--- config.mk ---
export PLATFORM = sky130hd
export DESIGN_NAME = q_bridge_seq
export DESIGN_NICKNAME = d
export VERILOG_FILES = /design/src/rtl/q_bridge_pkg.sv /design/src/rtl/q_dwell_cnt.sv /design/src/rtl/q_bridge_seq.sv
export SDC_FILE = /design/constraint.sdc
export NUM_CORES = 1
export LEC_CHECK = 0
export ABC_AREA = 1
export BUFFER_PORTS_ARGS = -buffer_cell sky130_fd_sc_hd__buf_2
export CORE_ASPECT_RATIO = 1.5
export CORE_UTILIZATION = 55
export DETAILED_ROUTE_END_ITERATION = 10
export MAX_ROUTING_LAYER = met4
export PLACE_DENSITY_LB_ADDON = 0.12
export SYNTH_ARGS = -nofsm -noshare
export SYNTH_HDL_FRONTEND = slang
export SYNTH_HIERARCHICAL = 1
export SYNTH_SLANG_ARGS = --single-unit
--- constraint.sdc ---
create_clock -name clk -period 3.2 [get_ports clk]
set_clock_uncertainty 0.15 [all_clocks]
set_input_delay 0.16 -clock clk [delete_from_list [all_inputs] [get_ports clk]]
set_output_delay 0.16 -clock clk [all_outputs]
set_load 0.01 [all_outputs]
--- src/rtl/q_bridge_pkg.sv ---
// Shared types and constants for the H-bridge burst sequencer.
// Drive patterns are packed as {Q1Q8, Q2Q7, Q3Q6, Q4Q5}.
package q_bridge_pkg;

  localparam int PW = 16;
  localparam int DW = 8;
  localparam int CW = 16;

  typedef enum logic [2:0] {
    IDLE,
    LEAD,
    DRV_A,
    DEAD_A,
    DRV_B,
    DEAD_B,
    DONE
  } state_t;

  localparam logic [3:0] Q_POS = 4'b1010;
  localparam logic [3:0] Q_NEG = 4'b0101;
  localparam logic [3:0] Q_OFF = 4'b0000;

  function automatic logic [PW-1:0] clamp1(input logic [PW-1:0] v);
    return (v == '0) ? PW'(1) : v;
  endfunction

endpackage

--- src/rtl/q_dwell_cnt.sv ---
// Reloadable dwell down-counter; zero marks the last cycle of a phase.
// Holds at zero until reloaded.
module q_dwell_cnt
  import q_bridge_pkg::*;
(
  input  logic          clk,
  input  logic          rst,
  input  logic          load,
  input  logic [PW-1:0] load_val,
  input  logic          dec,
  output logic          zero
);

  logic [PW-1:0] cnt;

  always_ff @(posedge clk) begin
    if (rst)
      cnt <= '0;
    else if (load)
      cnt <= load_val;
    else if (dec && cnt != '0)
      cnt <= cnt - PW'(1);
  end

  assign zero = (cnt == '0);

endmodule

--- src/rtl/q_bridge_seq.sv ---
// H-bridge RF burst sequencer with dead-time insertion and abort.
// Outputs are registered from the next-state decode.
module q_bridge_seq
  import q_bridge_pkg::*;
(
  input  logic          clk,
  input  logic          rst,
  input  logic          start,
  input  logic          abort,
  input  logic [PW-1:0] half_period,
  input  logic [DW-1:0] dead_time,
  input  logic [CW-1:0] cycle_num,
  input  logic          phase_sel,
  output logic          Q1Q8,
  output logic          Q2Q7,
  output logic          Q3Q6,
  output logic          Q4Q5,
  output logic          sw_ctrl,
  output logic          busy,
  output logic          done,
  output logic          aborted
);

  state_t        st, st_nxt;
  logic [PW-1:0] hp_l, dt_l, dt_in;
  logic [CW-1:0] cn_l, cyc, cyc_nxt;
  logic          ph_l, ab_f, ab_nxt;
  logic          ld, dec, zero;
  logic [PW-1:0] ld_val;
  logic [3:0]    q_r, q_nxt, pol_a, pol_b;
  logic          take;

  assign dt_in = clamp1(PW'(dead_time));
  assign take  = start && !abort;
  assign pol_a = ph_l ? Q_NEG : Q_POS;
  assign pol_b = ph_l ? Q_POS : Q_NEG;

  q_dwell_cnt u_dwell (
    .clk      (clk),
    .rst      (rst),
    .load     (ld),
    .load_val (ld_val),
    .dec      (dec),
    .zero     (zero)
  );

  always_ff @(posedge clk) begin
    if (rst) begin
      st      <= IDLE;
      hp_l    <= '0;
      dt_l    <= '0;
      cn_l    <= '0;
      ph_l    <= 1'b0;
      cyc     <= '0;
      ab_f    <= 1'b0;
      q_r     <= Q_OFF;
      sw_ctrl <= 1'b0;
      busy    <= 1'b0;
      done    <= 1'b0;
      aborted <= 1'b0;
    end else begin
      st      <= st_nxt;
      cyc     <= cyc_nxt;
      ab_f    <= ab_nxt;
      q_r     <= q_nxt;
      sw_ctrl <= (st_nxt != IDLE) && (st_nxt != DONE);
      busy    <= (st_nxt != IDLE);
      done    <= (st_nxt == DONE);
      aborted <= (st_nxt == DONE) && ab_nxt;
      if (st == IDLE && take) begin
        hp_l <= clamp1(half_period);
        dt_l <= dt_in;
        cn_l <= cycle_num;
        ph_l <= phase_sel;
      end
    end
  end

  assign {Q1Q8, Q2Q7, Q3Q6, Q4Q5} = q_r;

  always_comb begin
    st_nxt  = st;
    cyc_nxt = cyc;
    ab_nxt  = ab_f;
    ld      = 1'b0;
    ld_val  = '0;
    dec     = 1'b0;
    unique case (st)
      IDLE: begin
        if (take) begin
          cyc_nxt = '0;
          ab_nxt  = 1'b0;
          if (cycle_num == '0) begin
            st_nxt = DONE;
          end else begin
            st_nxt = LEAD;
            ld     = 1'b1;
            ld_val = dt_in - PW'(1);
          end
        end
      end
      DONE: st_nxt = IDLE;
      default: begin
        // a second abort while already winding down is ignored
        if (abort && !ab_f) begin
          st_nxt = DEAD_B;
          ld     = 1'b1;
          ld_val = dt_l - PW'(1);
          ab_nxt = 1'b1;
        end else if (!zero) begin
          dec = 1'b1;
        end else begin
          ld = 1'b1;
          case (st)
            LEAD: begin
              st_nxt = DRV_A;
              ld_val = hp_l - PW'(1);
            end
            DRV_A: begin
              st_nxt = DEAD_A;
              ld_val = dt_l - PW'(1);
            end
            DEAD_A: begin
              st_nxt = DRV_B;
              ld_val = hp_l - PW'(1);
            end
            DRV_B: begin
              st_nxt = DEAD_B;
              ld_val = dt_l - PW'(1);
            end
            DEAD_B: begin
              if (ab_f || cyc == cn_l - CW'(1)) begin
                st_nxt = DONE;
                ld     = 1'b0;
              end else begin
                st_nxt  = DRV_A;
                ld_val  = hp_l - PW'(1);
                cyc_nxt = cyc + CW'(1);
              end
            end
            default: begin
              st_nxt = IDLE;
              ld     = 1'b0;
            end
          endcase
        end
      end
    endcase
  end

  always_comb begin
    q_nxt = Q_OFF;
    if (st_nxt == DRV_A)
      q_nxt = pol_a;
    else if (st_nxt == DRV_B)
      q_nxt = pol_b;
  end

endmodule
# [Yosys cells after proc, flatten, opt, wreduce, memory -nomap -nowiden]
# Cells that the tools add are included.
[op_classes] order_cmp=0 multipliers=0 n_reduce_logical=24 n_eq_ne=14 div=0 muxes=41 bitwise_logic=1 add_sub_neg=6 n_shift=0
[op_table] operator="$mux W16" count=13
[op_table] operator="$pmux W16 S2" count=2
[op_table] operator="$sub A16 B1 Y16 const B" count=4
[op_table] operator="$logic_not A16 Y1" count=3
[op_table] operator="$pmux W16 S3" count=1
[op_table] operator="$add A16 B1 Y16 const B" count=1
[op_table] operator="$eq A16 B16 Y1" count=1
[op_table] operator="$mux W4" count=4
[op_table] operator="$reduce_bool A16 Y1" count=1
[op_table] operator="$eq A3 B3 Y1 const B" count=5
[op_table] operator="$mux W3" count=5
[op_table] operator="$pmux W3 S5" count=1
[op_table] operator="$mux W1" count=10
[op_table] operator="$eq A3 B2 Y1 const B" count=3
[op_table] operator="$sub A8 B1 Y9 const B" count=1
[op_table] operator="$logic_not A8 Y1" count=1
[op_table] operator="$mux W8" count=1
[op_table] operator="$logic_and A1 B1 Y1" count=6
[op_table] operator="$ne A2 B2 Y1 const B" count=3
[op_table] operator="$pmux W1 S2" count=3
[op_table] operator="$pmux W3 S2" count=1
[op_table] operator="$reduce_and A6 Y1" count=1
[op_table] operator="$reduce_bool A2 Y1" count=3
[op_table] operator="$reduce_or A2 Y1" count=3
[op_table] operator="other kinds (8)" count=9
[word_totals] wordCells=99 latchBits=0 regBits=93 out_inout_bits=8 romBits=0 ram_bits=0 in_bits=45 mem_count=0

# [Longest topological paths before layout]
[depth] word_depth=11 depth_mapped=25 ltp_nobuf=23

# [By module]
# The synthesis kept the hierarchy.
[modules_own_cells] module="q_bridge_seq" seq_area_each_um2=1341.3 area_per_inst_um2=4838.4 cells_per_inst=787 instances=1
[modules_own_cells] module="q_dwell_cnt" seq_area_each_um2=320.3 area_per_inst_um2=1206.2 cells_per_inst=220 instances=1

# [Worst setup path after synthesis]
# No wires, ideal clock.
[synth_path] kind="register -> register" from="reg cn_l[0]" to="reg u_dwell.cnt[3]" setup_time_ns=0.119 period_less_slack_ns=3.021 arrival_ns=2.752 path_stages_with_launch=22 setup_slack_ns=0.179 path_buffers=2 required_time_ns=2.931 cell_sequence="dfxtp_1 inv_1 ha_1 nand3_2 inv_1 nand2_1 xor2_1 nand2_2 nor2_1 nand4_2 nand3_4 o21ai_4 buf_6 o21ai_1 nand2_1 nand2_1 nand2_1 clkinv_1 clkbuf_1 nand3_1 o21ai_0 a21oi_1"
[synth_via] elab_chain_len=9 word_cells_on_any_way=15 cone_classes="1 x add/sub; 1 x eq/ne; 11 x mux; 2 x reduce/logical"
[synth_lines] element="start: declaration" line="q_bridge_seq.sv:26" rtl="logic [CW-1:0] cn_l, cyc, cyc_nxt;"
[synth_lines] element="start signal: assignment" line="q_bridge_seq.sv:73" rtl="cn_l <= cycle_num;"
[synth_lines] element="$sub A16 B1 Y16 *" line="q_bridge_seq.sv:132" rtl="if (ab_f || cyc == cn_l - CW'(1)) begin"
[synth_lines] element="$eq A16 B16 Y1 *" line="q_bridge_seq.sv:132"
[synth_lines] element="$logic_or A1 B1 Y1 *" line="q_bridge_seq.sv:132"
[synth_lines] element="$mux W1 *" line="q_bridge_seq.sv:132"
[synth_lines] element="$pmux W1 S2 *" line="q_bridge_seq.sv:114" rtl="case (st)"
[synth_lines] element="$mux W1 *" line="q_bridge_seq.sv:110" rtl="end else if (!zero) begin"
[synth_lines] element="$mux W1 *" line="q_bridge_seq.sv:105" rtl="if (abort && !ab_f) begin"
[synth_lines] element="$pmux W1 S2 *" line="q_bridge_seq.sv:88" rtl="unique case (st)"
[synth_lines] element="named net ld" line="q_bridge_seq.sv:28" rtl="logic ld, dec, zero;"
[synth_lines] element="$mux W16 or $reduce_bool A2 Y1 (tied branches)"
[synth_lines] element="end signal: assignment" line="q_dwell_cnt.sv:20" rtl="cnt <= load_val;"
[synth_lines] element="end signal: assignment" line="q_dwell_cnt.sv:22" rtl="cnt <= cnt - PW'(1);"
[synth_lines] element="end: declaration" line="q_dwell_cnt.sv:14" rtl="logic [PW-1:0] cnt;"
# Mark *: on every way through the listed nets, which the timed path passes. The rest lies on a longest branch.
# A chain may end at the register's enable or synchronous reset.

# [Worst setup path after layout]
[layout_path] from="reg st[2]" to="reg u_dwell.cnt[14]"
[layout_via] elab_chain_len=7 word_cells_on_any_way=23 cone_classes="6 x eq/ne; 10 x mux; 7 x reduce/logical"
[layout_lines] element="start: declaration" line="q_bridge_seq.sv:24" rtl="state_t st, st_nxt;"
[layout_lines] element="start signal: assignment" line="q_bridge_seq.sv:62" rtl="st <= st_nxt;"
[layout_lines] element="$eq A3 B3 Y1, or another cell as far along" line="q_bridge_seq.sv:114"
[layout_lines] element="$reduce_or A4 Y1 (no source line)"
[layout_lines] element="$pmux W1 S2" line="q_bridge_seq.sv:114"
[layout_lines] element="$mux W1" line="q_bridge_seq.sv:110"
[layout_lines] element="$mux W1" line="q_bridge_seq.sv:105"
[layout_lines] element="$pmux W1 S2 *" line="q_bridge_seq.sv:88"
[layout_lines] element="named net ld" line="q_bridge_seq.sv:28"
[layout_lines] element="$mux W16 or $reduce_bool A2 Y1 (tied branches)"
# Marked as above.

==> key figures <==
Logic synthesis
  • Synth unique cells: 45
  • Flops & latches, synth: 83
  • Post-synth EDFFs: 0
  • Syn_nets: 1059
  • Yosys warnings: 6
  • Avg Inst Size Synth: 6.00 um2
  • Seq/Total Area, Yosys: 0.275
  • Area of the mapped netlist: 6040 um2
  • Synth Flop Type: dfxtp_1
  • Synth async-reset ratio: 0
  • Post-Syn Instances: 1007

Drt
  • Routed WL: 18.6 mm
  • Met3 wire length: 913 um
  • ANT nets after route: 0
  • Post-DR vias/cell: 5.37
  • DRT iter0 DRCs: 444
  • First-pass detailed-route iteration total: 5
  • Post-Route M1 WL: 6.78 mm
  • Drt drc: 0
  • Max layer used: met4
  • WL met2: 9.57 mm
  • Wire per inst: 14.9 um
  • Vias: 6731

Critical path
  • Required time worst endpoint: 3280 ps
  • Setup CP Type: flop to flop
  • Reg-to-reg endpoint: u_dwell/cnt[14]
  • CP peak stage delay: 390 ps
  • Slowest CP cell: dfxtp_1
  • Critical-path cell list: inv_1 -> nand2_1 -> nor2_1 -> inv_2 -> nor2_2 -> inv_2 -> nor2_1 -> inv_1 -> nand2_1 -> clkinvlp_4 -> buf_4 -> buf_4 -> a21oi_1 -> a21oi_1
  • Crit path capture type: flop
  • R2r setup slk: 230 ps
  • Critical Path AT: 3050 ps
  • Critical Path Start Type: flop
  • Crit Path Max Fanout: 9
  • CP Launch Point: st[2]
  • Reg2Reg Depth: 14
  • RR Startpoint: st[2]

Pwr
  • P_leak: 3.55 nW
  • VDD IR max: 316 uV
  • Pwr/cell area: 471 nW/um2
  • Total Power: 3.41 mW

Job
  • # Max-Cap Violations: 0

Floorplanning
  • Die width: 87.6 um
  • I/O pin total: 53
  • Initial core utilization: 0.568
  • Die area: 11400 um2
  • Row cnt: 46
  • Die Height: 130 um
  • Area of the core: 10600 um2

STA
  • Final setup vio count: 0
  • Fmax: 337 MHz
  • Worst-margin pin slew: 715 ps
  • Period utilization: 0.927
  • Count of pins over their slew limit: 0
  • Fin Hold WS: 19.6 ps
  • Slew HR: 0.522
  • Fin crit period: 2970 ps
  • Worst setup margin: 233 ps
  • Hold Fails Final Rpt: 0

Layout
  • Most frequent cells in the layout: nand2_1 (292), nor2_1 (140), inv_1 (119), nand3_1 (84), dfxtp_1 (82)
  • Post-Layout Cell Count: 1253
  • Most common cell after layout, fill and taps aside: nand2_1
  • Nets: 1156
  • Core Util, Final: 0.680
  • Proportion of layout cells with a drive suffix above 1: 0.136
  • Antenna cells: 0
  • Area Overhead vs Synth: 19.9%

Global route
  • Tot GR Track Use: 0.350
  • Vias in the first global route: 6458
  • Largest net degree at the start of global routing: 28
  • First-pass GRT wire length: 29.5 mm
  • Grt ovf: 0
  • Initial antenna violation count: 0

Worst hold path
  • Hold depth: 3
  • HP Class: input port to flop
  • Hold path endpoint: dt_l[4]
  • Min-delay src: dead_time[4]

Placed design
  • Pre-CTS setup slack: 147 ps
  • Routability-driven placement congestion ratio: 0.956
  • Hpwl dp: 13.5 mm
  • Placed cell count: 1195
  • Port Buffers: 52

Clocking
  • Clk slew on worst S/H paths: 60 ps
  • Skew-Pair Late Insertion Delay: 350 ps
  • CTS Sinks: 83
  • TritonCTS clock tree: built
  • CTS Buf Count: 9
  • Clk buf depth: 2
  • Root Driver: clkbuf_16
  • CTS H-tree depth: 3

Outcome
  • Outcome: finished, final reports clean
registers in the layout, indices dropped and copies added, names as in the netlist:
name / flops
cn_l: 16
cyc: 16
hp_l: 16
u_dwell/cnt: 16
dt_l: 8
st: 3
q_r: 2
ab_f: 1
aborted: 1
busy: 1
done: 1
ph_l: 1
sw_ctrl: 1
power by group:
part | internal (mW) | switching, mW | leakage (nW)
sequential | 1.10 | 0.0755 | 0.678
clock | 0.686 | 0.460 | 0.153
combinational | 0.392 | 0.696 | 2.72
total | 2.18 | 1.23 | 3.55
stage by stage:
stage,TNS [ps],instance area [um2]
final,0,7250
after global routing,-1.74,7250
after CTS,0,7190
after detailed placement,0,6490
after global placement,0,6490
after floorplan,0,6040
timing repair:
action	in CTS	in global routing
resized for setup	0	11
hold buffers	38	0
hold endpoints to repair	38	0
setup buffers	0	4
setup endpoints to repair	0	16
how the worst max path moves through the flow:
stage / endpoint / slack [ps]
6_report: u_dwell/cnt[14] / 230
3_5_place_dp: u_dwell/cnt[11] / 150
5_1_grt: u_dwell/cnt[10] / -2
3_3_place_gp: u_dwell/cnt[11] / 190
4_1_cts: u_dwell/cnt[11] / 110
2_1_floorplan: u_dwell/cnt[3] / 180
per-layer routing:
metal  vias to the layer above  track usage
li1                       3387            -
met1                      3031        0.320
met4                         0        0.264
met2                       216        0.635
met5                         -            -
met3                        97       0.0641
Yosys cell counts, types with 2 or more instances:
| cell | instances | share of area |
|---|---|---|
| nand4_1 | 12 | 0.012 |
| nor2_4 | 3 | 0.0056 |
| a21oi_1 | 31 | 0.026 |
| nand2_2 | 8 | 0.0083 |
| or2_2 | 3 | 0.0031 |
| dfxtp_1 | 83 | 0.27 |
| buf_6 | 4 | 0.0075 |
| xnor2_1 | 7 | 0.010 |
| xor2_1 | 30 | 0.043 |
| nand2_4 | 4 | 0.0075 |
| nor2_1 | 143 | 0.089 |
| nor3_2 | 3 | 0.0050 |
| o21bai_1 | 5 | 0.0062 |
| nor2_2 | 10 | 0.010 |
| clkinv_1 | 2 | 0.0012 |
| nor3_1 | 18 | 0.015 |
| nand3_2 | 7 | 0.012 |
| o22ai_1 | 13 | 0.013 |
| nand2_1 | 292 | 0.18 |
| o21ai_1 | 9 | 0.0075 |
| inv_2 | 8 | 0.0050 |
| clkbuf_1 | 16 | 0.0099 |
| o21ai_0 | 50 | 0.041 |
| a31oi_1 | 3 | 0.0031 |
| nand3_1 | 84 | 0.070 |
| buf_4 | 2 | 0.0025 |
| nor4_1 | 7 | 0.0072 |
| nand3b_1 | 3 | 0.0037 |
| buf_2 | 4 | 0.0033 |
| inv_1 | 121 | 0.075 |
| o21ai_4 | 2 | 0.0054 |
| ha_1 | 7 | 0.014 |
worst max-delay path, delay by kind of cell, from the launching register on:
| family | cells | cell delay [ps] |
|---|---|---|
| AOI/OAI and AO/OA | 2 | 270 |
| buffers and inverters | 7 | 1030 |
| DFF | 1 | 390 |
| and+or+nand+nor | 5 | 1010 |
cell families after synthesis:
group / synth area share
compound gates: 0.108
xor+xnor: 0.0563
fa+ha+maj: 0.0145
buf+inv: 0.106
flops: 0.275
simple gates: 0.440
final cells by class:
cell class / count / area (um2)
sequential: 83 / 1660
inverter: 131 / 495
clock buffer: 10 / 229
clock inverter: 6 / 90.1
timing repair buffer: 114 / 821
fill: 1000 / 3400
multi-input combinational: 765 / 3770
tap: 144 / 180
(Power assumes the default switching activity.)
